===== src/rtl/core_pkg.sv =====
// Shared types for the core load/store unit: funct3 encodings, LSU FSM states
// and exception codes.
package core_pkg;

   typedef enum logic [2:0] {
      F3_B  = 3'd0,
      F3_H  = 3'd1,
      F3_W  = 3'd2,
      F3_BU = 3'd4,
      F3_HU = 3'd5
   } funct3_e;

   typedef enum logic [2:0] {
      ST_IDLE,
      ST_RD_REQ,
      ST_RD_WAIT,
      ST_WR,
      ST_RESP,
      ST_EXC
   } lsu_state_e;

   typedef enum logic [1:0] {
      EXC_LD_MISALIGN = 2'd0,
      EXC_ST_MISALIGN = 2'd1,
      EXC_ILLEGAL     = 2'd2
   } exc_code_e;

endpackage


===== src/rtl/core_lsu_align.sv =====
// Combinational request checking, load extraction/extension and store
// byte-enable/data replication for the LSU.
module core_lsu_align
   import core_pkg::*;
(
   input  logic        is_store,
   input  logic [2:0]  funct3,
   input  logic [1:0]  addr_lo,
   input  logic [31:0] rword,
   input  logic [31:0] wdata,
   output logic        illegal,
   output logic        misaligned,
   output logic [3:0]  byte_en,
   output logic [31:0] wdata_rep,
   output logic [31:0] rdata_ext
);

   logic [31:0] shifted;

   always_comb begin
      illegal = is_store ? (funct3 > 3'd2)
                         : (funct3 == 3'd3 || funct3 == 3'd6 || funct3 == 3'd7);

      case (funct3)
         F3_H, F3_HU: misaligned = addr_lo[0];
         F3_W:        misaligned = (addr_lo != 2'b00);
         default:     misaligned = 1'b0;
      endcase

      shifted = rword >> {addr_lo, 3'b000};
      case (funct3)
         F3_B:    rdata_ext = {{24{shifted[7]}}, shifted[7:0]};
         F3_H:    rdata_ext = {{16{shifted[15]}}, shifted[15:0]};
         F3_BU:   rdata_ext = {24'h0, shifted[7:0]};
         F3_HU:   rdata_ext = {16'h0, shifted[15:0]};
         default: rdata_ext = shifted;
      endcase

      case (funct3[1:0])
         2'd0: begin
            byte_en   = 4'b0001 << addr_lo;
            wdata_rep = {4{wdata[7:0]}};
         end
         2'd1: begin
            byte_en   = 4'b0011 << addr_lo;
            wdata_rep = {2{wdata[15:0]}};
         end
         default: begin
            byte_en   = 4'b1111;
            wdata_rep = wdata;
         end
      endcase
   end

endmodule


===== src/rtl/core_lsu.sv =====
// RV32I load/store unit: one request at a time, fixed-latency read port,
// single-cycle write port, registered strobes and exception reporting.
module core_lsu
   import core_pkg::*;
#(
   parameter int unsigned AW           = 32,
   parameter int unsigned DW           = 32,
   parameter int unsigned READ_LATENCY = 2
) (
   input  logic          i_clk,
   input  logic          i_rst,
   input  logic          i_clk_en,
   input  logic          i_valid,
   output logic          o_ready,
   input  logic          i_is_store,
   input  logic [2:0]    i_funct3,
   input  logic [AW-1:0] i_addr,
   input  logic [DW-1:0] i_wdata,
   output logic          o_rvalid,
   output logic [DW-1:0] o_rdata,
   output logic          o_exc,
   output logic [1:0]    o_exc_code,
   output logic          o_lsu_read,
   output logic [AW-1:0] o_r_lsu_addr,
   input  logic [DW-1:0] i_r_lsu_data,
   output logic          o_lsu_write,
   output logic [AW-1:0] o_w_lsu_addr,
   output logic [3:0]    o_w_lsu_byte_en,
   output logic [DW-1:0] o_w_lsu_data
);

   localparam logic [2:0] WAIT_LAST = 3'((READ_LATENCY >= 2) ? READ_LATENCY - 2 : 0);

   lsu_state_e  state;
   logic [2:0]  cnt;
   logic [2:0]  f3_q;
   logic [1:0]  alo_q;

   logic        idle;
   logic [2:0]  al_f3;
   logic [1:0]  al_lo;
   logic        al_illegal;
   logic        al_misaligned;
   logic [3:0]  al_byte_en;
   logic [31:0] al_wdata;
   logic [31:0] al_rdata;

   // The aligner sees the live request while idle and the latched one afterwards.
   assign idle  = (state == ST_IDLE);
   assign al_f3 = idle ? i_funct3 : f3_q;
   assign al_lo = idle ? i_addr[1:0] : alo_q;

   core_lsu_align u_align (
      .is_store   (i_is_store),
      .funct3     (al_f3),
      .addr_lo    (al_lo),
      .rword      (i_r_lsu_data),
      .wdata      (i_wdata),
      .illegal    (al_illegal),
      .misaligned (al_misaligned),
      .byte_en    (al_byte_en),
      .wdata_rep  (al_wdata),
      .rdata_ext  (al_rdata)
   );

   always_ff @(posedge i_clk) begin
      if (i_rst) begin
         state           <= ST_IDLE;
         cnt             <= '0;
         f3_q            <= '0;
         alo_q           <= '0;
         o_ready         <= 1'b1;
         o_rvalid        <= 1'b0;
         o_rdata         <= '0;
         o_exc           <= 1'b0;
         o_exc_code      <= EXC_LD_MISALIGN;
         o_lsu_read      <= 1'b0;
         o_r_lsu_addr    <= '0;
         o_lsu_write     <= 1'b0;
         o_w_lsu_addr    <= '0;
         o_w_lsu_byte_en <= '0;
         o_w_lsu_data    <= '0;
      end else if (i_clk_en) begin
         o_lsu_read  <= 1'b0;
         o_lsu_write <= 1'b0;
         o_rvalid    <= 1'b0;
         o_exc       <= 1'b0;
         case (state)
            ST_IDLE: begin
               if (i_valid) begin
                  f3_q    <= i_funct3;
                  alo_q   <= i_addr[1:0];
                  o_ready <= 1'b0;
                  if (al_illegal || al_misaligned) begin
                     state <= ST_EXC;
                     o_exc <= 1'b1;
                     if (al_illegal)
                        o_exc_code <= EXC_ILLEGAL;
                     else if (i_is_store)
                        o_exc_code <= EXC_ST_MISALIGN;
                     else
                        o_exc_code <= EXC_LD_MISALIGN;
                  end else if (i_is_store) begin
                     state           <= ST_WR;
                     o_lsu_write     <= 1'b1;
                     o_w_lsu_addr    <= {i_addr[AW-1:2], 2'b00};
                     o_w_lsu_byte_en <= al_byte_en;
                     o_w_lsu_data    <= al_wdata;
                  end else begin
                     state        <= ST_RD_REQ;
                     o_lsu_read   <= 1'b1;
                     o_r_lsu_addr <= {i_addr[AW-1:2], 2'b00};
                  end
               end
            end
            // With a one-cycle read latency there is nothing left to wait for.
            ST_RD_REQ: begin
               cnt <= '0;
               if (READ_LATENCY == 1) begin
                  o_rdata  <= al_rdata;
                  o_rvalid <= 1'b1;
                  state    <= ST_RESP;
               end else begin
                  state <= ST_RD_WAIT;
               end
            end
            ST_RD_WAIT: begin
               if (cnt == WAIT_LAST) begin
                  cnt      <= '0;
                  o_rdata  <= al_rdata;
                  o_rvalid <= 1'b1;
                  state    <= ST_RESP;
               end else begin
                  cnt <= cnt + 3'd1;
               end
            end
            ST_RESP, ST_WR, ST_EXC: begin
               state   <= ST_IDLE;
               o_ready <= 1'b1;
            end
            default: begin
               state   <= ST_IDLE;
               o_ready <= 1'b1;
            end
         endcase
      end
   end

endmodule


===== config.mk =====
export PLATFORM = sky130hd
export DESIGN_NAME = core_lsu
export DESIGN_NICKNAME = d
export VERILOG_FILES = /design/src/rtl/core_pkg.sv /design/src/rtl/core_lsu_align.sv /design/src/rtl/core_lsu.sv
export SDC_FILE = /design/constraint.sdc
export NUM_CORES = 1
export LEC_CHECK = 0
export CORE_MARGIN = 8
export CORE_UTILIZATION = 45
export DETAILED_ROUTE_END_ITERATION = 8
export PLACE_DENSITY_LB_ADDON = 0.25
export SETUP_SLACK_MARGIN = 0.02
export SYNTH_ARGS = -nofsm -noshare
export SYNTH_HDL_FRONTEND = slang
export SYNTH_SLANG_ARGS = --single-unit

===== constraint.sdc =====
create_clock -name i_clk -period 2.9 [get_ports i_clk]
set_input_delay 0.725 -clock i_clk [delete_from_list [all_inputs] [get_ports i_clk]]
set_output_delay 0.725 -clock i_clk [all_outputs]
set_load 0.1 [all_outputs]

# ---- Yosys cells after proc, flatten, opt, wreduce, memory -nomap -nowiden
# Index checks and enable logic that the tools add are counted.
dict set report totals {
  inputBits 104
  out_inout_bits 139
  reg_bits 146
}
dict set report classes {
  shift 3
  n_reduce_logical 19
  addsub 1
  n_eq_ne 12
  n_lt_le_gt_ge 1
  bitwise_logic 3
  muxes 31
}
# operator n
set ops {}
lappend ops {{one-hot mux 32 bit (4 select lines)} 1}
lappend ops {{one-hot mux 32 bit (2 select lines)} 1}
lappend ops {{>> shifter 32 x 5 -> 32 bit} 1}
lappend ops {{two-way mux 1 bit} 16}
lappend ops {{two-way mux 3 bit} 5}
lappend ops {{== test 3 bit (second input constant)} 4}
lappend ops {{AND reduction 3 bit} 4}
lappend ops {{AND reduction 5 bit} 2}
lappend ops {{== test 3 x 2 -> 1 bit (second input constant)} 3}
lappend ops {{logical NOT 3 bit} 3}
lappend ops {{one-hot mux 3 bit (3 select lines)} 1}
lappend ops {{one-hot mux 4 bit (2 select lines)} 1}
lappend ops {{== test 3 x 1 -> 1 bit (second input constant)} 2}
lappend ops {{two-way mux 2 bit} 3}
lappend ops {{one-hot mux 3 bit (2 select lines)} 1}
lappend ops {{!= test 2 bit (second input constant)} 2}
lappend ops {{one-hot mux 1 bit (2 select lines)} 2}
lappend ops {{AND reduction 4 bit} 1}
lappend ops {{nonzero test 2 bit} 2}
lappend ops {{OR reduction 2 bit} 2}
lappend ops {{left shift 1 x 2 -> 4 bit (first input constant)} 1}
lappend ops {{left shift 2 x 2 -> 4 bit (first input constant)} 1}
lappend ops {{adder 3 x 1 -> 3 bit (second input constant)} 1}
lappend ops {{greater-than comparator 3 x 2 -> 1 bit (second input constant)} 1}
lappend ops {{5 further kinds} 9}

# ---- Longest topological paths before layout
dict set report logic_depth {
  word_depth 10
  mapped_depth 10
}

# ---- Modules after synthesis
# A second synthesis with hierarchy kept.
dict set report hier_totals {
  hier_cells 916
  hier_area_um2 7119.3
}
# mod area_per_inst_um2 n_inst cells_each
set modules_own_cells {}
lappend modules_own_cells {core_lsu 5811.8 1 714}
lappend modules_own_cells {core_lsu_align 1307.5 1 202}

# ---- Worst setup path before layout
# No wires, ideal clock.
dict set report synth_timing {
  kind {register to register}
  start {register state[0]}
  end {register o_w_lsu_byte_en[1]}
  path_stages_with_launch 9
  setup_time_ns 0.123
  t_arrival_ns 2.135
  path_slack_ns 0.642
  path_buffers 3
  cell_sequence {dfxtp_1 buf_6 nor3_4 buf_4 mux2_2 nor3_2 a22oi_4 buf_6 mux2_1}
}
dict set report synth_between {
  elab_chain_len 9
  elab_cells_between_ends 24
}
# element line_no
set synth_lines {}
lappend synth_lines {{start: declaration} core_lsu.sv:34} ;# lsu_state_e state;
lappend synth_lines {{start signal: assignment} core_lsu.sv:68} ;# state <= ST_IDLE;
lappend synth_lines {{start signal: assignment} core_lsu.sv:95} ;# state <= ST_EXC;
lappend synth_lines {{start signal: assignment} core_lsu.sv:104} ;# state <= ST_WR;
lappend synth_lines {{logical NOT 3 bit *} {core_lsu.sv:49, core_lsu.sv:88}}
lappend synth_lines {{parallel branches: the longest is 8 deep, another holds AND reduction 5 bit} --}
lappend synth_lines {{end signal: assignment} core_lsu.sv:107} ;# o_w_lsu_byte_en <= al_byte_en;
lappend synth_lines {{end: declaration} core_lsu.sv:28} ;# output logic [3:0] o_w_lsu_byte_en,
# Mark *: on every way between the ends.
# A chain may end at the register's enable or synchronous reset.

# ---- Worst setup path after layout
dict set report layout_timing {
  start {register state[1]}
  end {register o_rdata[0]}
}
dict set report layout_between {
  elab_chain_len 4
  elab_cells_between_ends 6
}
# element line_no
set layout_lines {}
lappend layout_lines {{logical NOT 3 bit} core_lsu.sv:49} ;# assign idle = (state == ST_IDLE);
lappend layout_lines {{two-way mux 2 bit} core_lsu.sv:51} ;# assign al_lo = idle ? i_addr[1:0] : alo_q;
lappend layout_lines {{>> shifter 32 x 5 -> 32 bit} core_lsu_align.sv:30} ;# shifted = rword >> {addr_lo, 3'b000};
lappend layout_lines {{one-hot mux 32 bit (4 select lines)} core_lsu_align.sv:31} ;# case (funct3)
lappend layout_lines {{end signal: assignment} core_lsu.sv:120} ;# o_rdata <= al_rdata;
lappend layout_lines {{end signal: assignment} core_lsu.sv:130} ;# o_rdata <= al_rdata;
lappend layout_lines {{end: declaration} core_lsu.sv:20} ;# output logic [DW-1:0] o_rdata,
# Several ways; a longest one is shown, not always the timed one.

==> results.txt <==
The via count of the first global-routing pass came out at 6216. For this run, global-route usage on met2 was measured as 35.4%. The time the final worst path needs with I/O delays and setup came out at 2.56 ns. The final number of max-transition violations is 0. The initial utilization of the core area, before any placement, comes to 45.4%. The slowest cell on the critical path is mux2i_2.

Gates resized during post-CTS repair numbered 0. The number of design-rule violations left by the first detailed-router iteration came out at 320. The HPWL after detailed placement came out at 16.2 mm. STA puts the critical path data arrival time at 2.88 ns. The global-route layer with the greatest usage is met2. The die covers 19300 µm². The basic-gate share of the synthesized area counting and, or, nand and nor cells came out at 16.9%.

Hold repair after CTS inserted 0 buffers. The combined buffer and inverter count along the critical path came out at 2. After Yosys synthesis, full adders, half adders and majority gates account for 0.367% of the synthesized area. The number of I/O port buffers came out at 238. The maximum fanout along the worst path is 12. The met1 demand-to-capacity share in global routing came out at 25.8%. The worst register-to-register path begins at state[1]. After layout, the worst path uses 88.3% of the clock period. The synthesized instance count came out at 743. The synthesized-area fraction occupied by xor and xnor cells came out at 0.128%.

The average via count per standard cell is 5.24. 0 antenna diodes ended up in the layout. The area inside the core boundary came out at 15000 µm². After floorplanning, the core was divided into 45 placement rows.

The worst clock skew came out at 0.00853 ns. The source-to-sink clock delay at the later pin of the worst-skew pair is 0.42 ns. The maximum number of buffers from clock root to sink came out at 2.

The layout-stage area growth over the synthesis result came out at 42.6%. After detailed placement, the design holds a cell count of 1151. The most used flip-flop cell after synthesis is dfxtp_1. The end of the worst hold path is o_w_lsu_data[21].

The final antenna-violating net count is 0. The routing usage on met3 came out at 7.44%. The first detailed-routing pass took 5 iterations. The Yosys step of the flow raised 0 warnings. The global-route wire length before repair came out at 33.6 mm. The setup slack on the worst flop-to-flop path is 0.34 ns. The critical path is of the register to register type.

Among cell families on the critical path, the largest total delay comes from multiplexers. The clock transition at the registers of the reported paths is 0.07 ns. The count of endpoints failing hold in the final timing report came out at 0. The register area share after synthesis is 42.9%. The combined global-route utilization of all metal layers is 21.6%. Counting flops with an async set or reset pin after synthesis yields a share of 0%. The number of maximum-capacitance violations is 0. Traced cell by cell, the critical path runs through nor3_4 -> buf_4 -> mux2i_2 -> buf_12 -> mux2i_1 -> nand2_1 -> a32o_1. The library cells used most frequently in the layout, excluding fill and tap cells, are nand2_1 (188), buf_4 (164), dfxtp_1 (146). The total via count after detailed routing is 6196.

The combinational family with the most area after synthesis is multiplexers. The number of H-tree branching levels is 4. Setup repair after global routing left no endpoint under its margin. The run finished with clean final reports. The vertical die dimension came out at 139 µm. The worst hold slack after final layout is 0.458 ns.

The number of buffers inserted during clock tree synthesis is 17. The tightest min-delay check is of the register to register type. The clock drives 146 sinks.

The element type at the critical path start is a register. The aggregate global routing overflow came out at 0. The congestion estimate from routability-driven global placement came to 0.896. In this run the most critical hold path is launched from o_w_lsu_data[21].

The reg-to-reg critical path endpoint is o_rdata[0]. The pin count of the biggest net entering global routing came out at 56. The horizontal die dimension came out at 139 µm. Buffers added to address setup during post-CTS repair amount to 0. IR analysis of the VDD net gives a maximum drop of 0.000405 V. The core occupancy in the finished layout came out at 64.7%.

The number of instances on the worst hold path came out at 2. The fraction of final layout cells with drive strength greater than 1 is 25.6%. The largest single stage delay on the critical path is 0.55 ns. After detailed routing, the number of remaining DRC violations is 0.

The netlist uses 59 different library cells. The final non-filler cell total is 1183. The commonest non-fill, non-tap cell in the layout is nand2_1. In this run the count of I/O pins placed on the die edge is 243. The multiplexer share of the synthesized area is 22.6%. The number of enable-type register cells in the synthesized netlist came out at 0. The cell count of the worst reg-to-reg path came out at 7. The slew at the pin with the worst max-slew slack is 0.587 ns. The post-synth design cell area came out at 6820 µm². The max-slew headroom at the worst pin came out at 60.1%.

TritonCTS built the clock tree. STA classifies the critical path endpoint as a register. The mean area per synthesized cell came out at 9.18 µm². The post-synthesis compound-gate area fraction is 11.8%. The detailed-route wire length is 21.4 mm. CTS placed an instance of clkbuf_16 at the clock tree root. The maximum frequency from static timing analysis came out at 390 MHz.

The total negative slack for setup checks is 0 ns. Power spread over the standard cell area amounts to 624 nW/µm². The register bit total from synthesis came out at 146. The number of antenna violations at the first check in global routing came to 0.

Setup violations remaining at the end of the flow were counted as 0. Summed over all cells, the static leakage comes to 0.00432 µW. At the end of the flow, the number of nets in the layout was 1088. The data required time at the worst endpoint is 3.22 ns.

The routed wire length per instance is 18.1 µm.
[per-layer routing]
metal / share of wire, % / routed length, µm
met1: 44 / 9350
met2: 47 / 10100
met3: 7.3 / 1560
met4: 1.6 / 339
met5: 0 / 0
[registers in the layout, summed over array words and instances, names as in the netlist]
name	flops
o_w_lsu_byte_en	4
o_lsu_write	1
f3_q	3
o_exc_code	2
o_exc	1
o_rvalid	1
state	3
o_w_lsu_addr	30
o_rdata	32
o_r_lsu_addr	30
o_w_lsu_data	32
alo_q	2
cnt	3
o_lsu_read	1
o_ready	1
[synthesized netlist by cell type (all sizes together) (11+ instances only)]
cell	instances	share of area (%)
o21ai	33	2.4
clkbuf	32	1.8
mux2	41	6.8
nor2b	11	1.0
a21oi	26	1.9
nand2	188	10
nand3	14	1.0
a22oi	11	1.4
dfxtp	146	43
buf	25	3.1
mux2i	106	16
nor2	25	1.4
[worst max path at each step]
stage	from	endpoint	slack, ns	cells after the start
final	state[1]	o_rdata[0]	0.34	7
after global routing	state[1]	o_rdata[0]	0.17	7
after CTS	state[1]	o_rdata[0]	0.33	7
after detailed placement	i_addr[0]	o_rdata[0]	0.13	6
after global placement	i_addr[0]	o_rdata[0]	0.13	6
after floorplan	state[0]	o_w_lsu_byte_en[1]	0.64	8
[worst reg2reg max path, stage by stage (launching register included)]
cell and delay, ns:
dfxtp_1 0.42, nor3_4 0.41, buf_4 0.24, mux2i_2 0.55, buf_12 0.22, mux2i_1 0.30
nand2_1 0.09, a32o_1 0.24
[final cells by class]
cell class / count / area (µm²)
inverters: 8 / 32.5
repair buffers: 274 / 2400
flip-flops and latches: 146 / 2920
clock buffers: 17 / 425
well taps: 188 / 235
fillers: 1291 / 5310
clock inverters: 15 / 143
multi-input cells: 535 / 3560
[power breakdown]
group	total (µW)	switching [µW]	internal [µW]
logic	1800	1200	601
registers	2170	65.0	2100
clock network	2100	967	1140
[kinds of logic (layout without fill, tap and decap cells)]
logic type | after synthesis | count (layout)
AO/OA/AOI/OAI | 115 | 115
XOR/XNOR | 1 | 1
adder cells (fa/ha/maj) | 2 | 2
buffers and inverters | 65 | 314
flip-flops | 146 | 146
multiplexers | 147 | 147
other | 1 | 4
AND/OR/NAND/NOR | 266 | 266
[per-stage QoR]
step | power, µW | setup slack (ns) | instance area (µm²)
final | 6070 | 0.339 | 9730
after global routing | 6290 | 0.170 | 9730
after CTS | 6110 | 0.330 | 9730
after global placement | 4000 | 0.129 | 9160
after floorplan | 3490 | 0.642 | 6830
after detailed placement | 4010 | 0.128 | 9160
Power figures use the tool's default switching activity.
